### src/rtl/vga_pattern_gen.sv
// vga_pattern_gen
//   Multi-mode VGA test-pattern generator. Maps the current pixel coordinate
//   to a registered RGB565 colour: vertical bars, horizontal bars,
//   checkerboard or horizontally scrolling bars. Mode requests are held
//   pending and applied only on the frame boundary (last active pixel) so a
//   frame is never torn.
//
//   Optional build macro: VGA_PAT_BORDER_EN -- when defined, a 1-pixel white
//   border is drawn around the active area on top of the mode colour.
//
// Ports:
//   vga_clk    in   1   pixel clock
//   sys_rst_n  in   1   asynchronous active-low reset
//   pix_x      in  10   current pixel X coordinate
//   pix_y      in  10   current pixel Y coordinate
//   mode_req   in   2   requested mode (0 vbars, 1 hbars, 2 checker, 3 scroll)
//   mode_vld   in   1   single-cycle strobe qualifying mode_req
//   pix_data   out 16   RGB565 colour, one cycle after pix_x/pix_y
//   mode_cur   out  2   mode currently applied
//   frame_cnt  out  8   completed-frame counter (wraps)
module vga_pattern_gen #(
  parameter int H_VALID     = 640,
  parameter int V_VALID     = 480,
  parameter int BAR_NUM     = 8,
  parameter int CHECK_SHIFT = 5,
  parameter int SCROLL_STEP = 4
) (
  input  logic        vga_clk,
  input  logic        sys_rst_n,
  input  logic [9:0]  pix_x,
  input  logic [9:0]  pix_y,
  input  logic [1:0]  mode_req,
  input  logic        mode_vld,
  output logic [15:0] pix_data,
  output logic [1:0]  mode_cur,
  output logic [7:0]  frame_cnt
);

  typedef enum logic [1:0] {
    MODE_VBAR   = 2'd0,
    MODE_HBAR   = 2'd1,
    MODE_CHECK  = 2'd2,
    MODE_SCROLL = 2'd3
  } mode_e;

  localparam int unsigned BAR_W  = H_VALID / BAR_NUM;
  localparam int unsigned BAR_H  = V_VALID / BAR_NUM;
  localparam int unsigned BAR_N  = BAR_NUM;
  localparam logic [10:0] H_W    = 11'(H_VALID);
  localparam logic [10:0] V_W    = 11'(V_VALID);
  localparam logic [10:0] STEP_W = 11'(SCROLL_STEP);
  localparam logic [9:0]  H_LAST = 10'(H_VALID - 1);
  localparam logic [9:0]  V_LAST = 10'(V_VALID - 1);

  mode_e       mode_q;
  mode_e       pending;
  logic        pend_flag;
  logic [9:0]  offset;

  logic        active;
  logic        fb;
  logic [10:0] ex;
  logic [10:0] off_sum;
  logic [9:0]  off_nxt;
  logic [15:0] color_d;

  // Bar index by counting how many bar thresholds the coordinate has passed;
  // the 3-bit accumulator wraps, giving the palette index modulo 8 directly.
  function automatic logic [2:0] bar_sel(input logic [10:0] c, input int unsigned w);
    logic [2:0] idx;
    idx = '0;
    for (int unsigned k = 1; k < BAR_N; k++) begin
      if (c >= 11'(k * w)) idx = idx + 3'd1;
    end
    return idx;
  endfunction

  function automatic logic [15:0] palette(input logic [2:0] i);
    logic [15:0] c;
    case (i)
      3'd0:    c = 16'hF800;
      3'd1:    c = 16'hFC00;
      3'd2:    c = 16'hFFE0;
      3'd3:    c = 16'h07E0;
      3'd4:    c = 16'h07FF;
      3'd5:    c = 16'h001F;
      3'd6:    c = 16'hF81F;
      default: c = 16'hFFFF;
    endcase
    return c;
  endfunction

  always_comb begin
    active = ({1'b0, pix_x} < H_W) && ({1'b0, pix_y} < V_W);
    fb     = (pix_x == H_LAST) && (pix_y == V_LAST);

    // Scrolled X: both operands are below H_VALID, so one subtraction wraps.
    ex = {1'b0, pix_x} + {1'b0, offset};
    if (ex >= H_W) ex = ex - H_W;

    off_sum = {1'b0, offset} + STEP_W;
    if (off_sum >= H_W) off_nxt = 10'(off_sum - H_W);
    else                off_nxt = off_sum[9:0];

    color_d = '0;
    if (active) begin
      case (mode_q)
        MODE_VBAR:   color_d = palette(bar_sel({1'b0, pix_x}, BAR_W));
        MODE_HBAR:   color_d = palette(bar_sel({1'b0, pix_y}, BAR_H));
        MODE_CHECK:  color_d = (pix_x[CHECK_SHIFT] ^ pix_y[CHECK_SHIFT]) ? 16'hFFFF : 16'h0000;
        MODE_SCROLL: color_d = palette(bar_sel(ex, BAR_W));
        default:     color_d = '0;
      endcase
`ifdef VGA_PAT_BORDER_EN
      if (pix_x == '0 || pix_x == H_LAST || pix_y == '0 || pix_y == V_LAST)
        color_d = 16'hFFFF;
`endif
    end
  end

  always_ff @(posedge vga_clk or negedge sys_rst_n) begin
    if (!sys_rst_n) begin
      pix_data  <= '0;
      mode_q    <= MODE_VBAR;
      pending   <= MODE_VBAR;
      pend_flag <= 1'b0;
      offset    <= '0;
      frame_cnt <= '0;
    end else begin
      // The fb pixel itself is coloured with the old mode/offset because
      // color_d is built from the registered state before it updates.
      pix_data <= color_d;
      if (fb) begin
        frame_cnt <= frame_cnt + 8'd1;
        offset    <= off_nxt;
        pend_flag <= 1'b0;
        if (mode_vld) begin
          mode_q  <= mode_e'(mode_req);
          pending <= mode_e'(mode_req);
        end else if (pend_flag) begin
          mode_q  <= pending;
        end
      end else if (mode_vld) begin
        pending   <= mode_e'(mode_req);
        pend_flag <= 1'b1;
      end
    end
  end

  assign mode_cur = mode_q;

endmodule

### config.mk
export PLATFORM = sky130hd
export DESIGN_NAME = vga_pattern_gen
export DESIGN_NICKNAME = d
export VERILOG_FILES = /design/src/rtl/vga_pattern_gen.sv
export SDC_FILE = /design/constraint.sdc
export NUM_CORES = 1
export LEC_CHECK = 0
export ABC_AREA = 1
export CAP_MARGIN = 20
export CORE_MARGIN = 5
export CORE_UTILIZATION = 50
export CTS_BUF_LIST = sky130_fd_sc_hd__clkbuf_8
export DETAILED_ROUTE_END_ITERATION = 10
export PLACE_DENSITY = 0.77
export SYNTH_ARGS = -nofsm -noshare
export SYNTH_HDL_FRONTEND = slang
export SYNTH_SLANG_ARGS = --single-unit
### constraint.sdc
create_clock -name vga_clk -period 6.97 [get_ports vga_clk]
set_input_delay 1.394 -clock vga_clk [delete_from_list [all_inputs] [get_ports vga_clk]]
set_output_delay 1.394 -clock vga_clk [all_outputs]
set_load 0.1 [all_outputs]
==> flow_metrics.py <==
metrics = {
    "floorplan": {
        "ios": 51,
        "die_area_mm2": 0.00881,
        "die_x_um": 93.9,
        "initial_utilization_pct": 51.5,
        "core_mm2": 0.00683,
        "rows": 30,
        "die-height_um": 93.9,
    },
    "worst_setup_path": {
        "critPathMaxFanout": 5,
        "cp.arrival_ps": 6740,
        "r2r-start": "offset[2]",
        "criticalPathCategory": "input port to register",
        "crit_slowest_cell": "clkdlybuf4s50_1",
        "critPathMaxStageDelay_ps": 520,
        "critPathCaptureType": "register",
        "rr_worst_depth": 37,
        "crit_top_cell": "nand2_1",
        "required_ps": 7170,
        "startpoint_type": "input port",
        "startpoint": "pix_x[3]",
    },
    "finish": {
        "area_delta_synth_final_pct": 19.5,
        "diodes": 0,
        "drive_gt1_share_pct": 12.5,
        "final_area_mm2": 0.00420,
        "stdcell_count": 680,
        "final_core_util_pct": 61.5,
        "fin_nets": 641,
    },
    "logic_synthesis": {
        "ys_types": 46,
        "async_reset_ff_share_pct": 100,
        "syn-num-nets": 592,
        "ys_warn_count": 0,
        "yosys-top-cells-count": "nand2_1, inv_1, nor2_1",
        "synth_flop_cell": "dfrtp_1",
        "syn_inst": 536,
        "synth_area_leaders": "dfrtp_1, nand2_1, ha_1",
        "syn-cell-area_mm2": 0.00352,
        "ys_seq_area_share_pct": 17.8,
        "yosysTopAreaCell": "dfrtp_1",
        "avgSynthCellArea_um2": 6.56,
        "synth.most_common_cell": "nand2_1",
        "ys_seq_elements": 25,
        "synth_top_area_share_pct": 17.8,
        "synth-edff-count": 0,
    },
    "pwr": {
        "pwr-share-clk_pct": 10.4,
        "power.internal_uw": 357,
        "peakVddDrop_uv": 110,
        "p_per_area_mw_per_mm2": 190,
        "pwr-share-comb_pct": 69.7,
        "swShare_pct": 55.4,
        "seqPwrFrac_pct": 19.9,
        "total_power_uw": 799,
        "p_leak_nw": 2.19,
        "switching_power_uw": 442,
    },
    "sta": {
        "tns_ps": 0,
        "fmax_mhz": 153,
        "whs_ps": 470,
        "fin_crit_sh_pct": 93.9,
        "finClkSkew_ps": 4.60,
        "drv_slew": 0,
        "relSlewSlack_pct": 33.9,
        "min_period_ps": 6550,
        "postLayoutSetupSlackWorst_ps": 424,
        "hold_viol_final": 0,
        "finalSetupViolations": 0,
        "worstMarginPinSlew_ps": 988,
    },
    "clock_network": {
        "cts_buffers": 3,
        "clock_latency_ps": 260,
        "clkSinkCount": 25,
        "clock_path_buffers": 2,
        "ctsRootBufferMaster": "clkbuf_8",
        "ctsHoldBuffers": 0,
        "htreeDepth": 1,
        "tritoncts": "built",
        "clkSlewWorstSetupHoldPaths_ps": 90,
    },
    "global_routing": {
        "grt_pass1_wl_um": 13200,
        "met3_usage_pct": 2.48,
        "antenna_found_initial": 0,
        "grt_overflow_total": 0,
        "grt_max_degree": 26,
        "use_met2_pct": 33.0,
        "grt_usage_pct": 18.0,
        "grt_busiest_layer": "met2",
        "gr-usage-met1_pct": 22.9,
        "grt_pass1_vias": 3136,
    },
    "route": {
        "wl_per_cell_um": 11.4,
        "antenna_left": 0,
        "first_pass_iters": 4,
        "drt_iter0_markers": 102,
        "vias_per_cell": 4.98,
        "drc": 0,
        "dr_total_vias": 3383,
        "drt_wl_total_um": 7760,
    },
    "placement": {
        "numPortBuffers": 50,
        "hpwl_um": 6580,
        "place_area_mm2": 0.00409,
        "dp_slack_ps": -114,
        "dpl.cell_count": 675,
        "gp_congestion": 0.870,
    },
    "hold_path": {
        "min_from": "frame_cnt[7]",
        "min_path_cells": 1,
        "holdCritPathClass": "register to register",
    },
    "run_status": {
        "status": "complete, no violations",
    },
    "run": {
        "cap_violations": 0,
    },
}
[kinds of logic (layout without fill, tap and decap cells)]
logic type               count (synthesis)  after routing  synth area share [%]
multiplexers                             3              3                 0.961
flip-flops                              25             25                  17.8
XOR/XNOR                                36             36                  9.40
buffers and inverters                  106            154                  12.7
adder cells (fa/ha/maj)                 31             31                  11.2
AND/OR/NAND/NOR                        284            284                  37.8
AO/OA/AOI/OAI                           51             51                  10.1
[routing by layer]
metal	wire length, µm	vias up
li1	-	1785
met1	3500	1541
met2	3950	53
met3	265	4
met4	44	0
met5	0	-
[worst max-delay path: cells and delay by family]
kind / cells / cell delay [ps]
buf+inv: 7 / 940
compound gates: 2 / 280
simple gates: 22 / 2570
fa+ha+maj: 6 / 1550
[power groups by stage]
| stage | clock (mW) | combinational (mW) | sequential (mW) |
|---|---|---|---|
| 5_1_grt | 0.0912 | 0.605 | 0.161 |
| 2_1_floorplan | 0 | 0.406 | 0.212 |
| 3_3_place_gp | 0 | 0.541 | 0.161 |
| 4_1_cts | 0.0858 | 0.554 | 0.160 |
| 6_report | 0.0830 | 0.557 | 0.159 |
| 3_5_place_dp | 0 | 0.553 | 0.163 |
[worst paths after layout]
kind	endpoint	slack, ps
setup / recovery	pix_data[10]	420
hold / removal	frame_cnt[7]	470
setup reg to reg	pix_data[10]	1450
hold reg to reg	frame_cnt[7]	470
max in group asynchronous	mode_cur[1]	5240
min in group asynchronous	frame_cnt[7]	1480
[final cells by class]
| type | count | area, µm² |
|---|---|---|
| Timing Repair Buffer | 57 | 558 |
| Clock inverter | 1 | 3.75 |
| Sequential cell | 25 | 626 |
| Tap cell | 96 | 120 |
| Clock buffer | 3 | 41.3 |
| Multi-Input combinational cell | 405 | 2500 |
| Inverter | 93 | 354 |
| Fill cell | 628 | 2630 |
[flip-flops by register name, indices dropped and copies added (netlist names)]
signal,flops
pending,2
pend_flag,1
offset,8
frame_cnt,8
pix_data,4
mode_cur,2
[cell usage in the layout (no fill, tap or decap), types with 6 or more instances in the layout]
| master | n |
|---|---|
| a21oi_1 | 9 |
| xnor2_1 | 6 |
| o21ai_0 | 16 |
| nand2_1 | 130 |
| inv_1 | 87 |
| buf_4 | 7 |
| dfrtp_1 | 25 |
| nand4_1 | 6 |
| inv_2 | 6 |
| nand2_2 | 19 |
| nor2_1 | 47 |
| a31oi_1 | 6 |
| xor2_1 | 28 |
| nor3_1 | 8 |
| nand3_1 | 43 |
| clkdlybuf4s50_1 | 48 |
| ha_1 | 27 |
| nand3_2 | 10 |
[what timing repair did]
| action | in CTS | in global routing |
|---|---|---|
| setup buffers | 0 | 1 |
| gates resized for setup | 0 | 12 |
| setup endpoints to repair | 0 | 4 |
(Power assumes the default switching activity.)
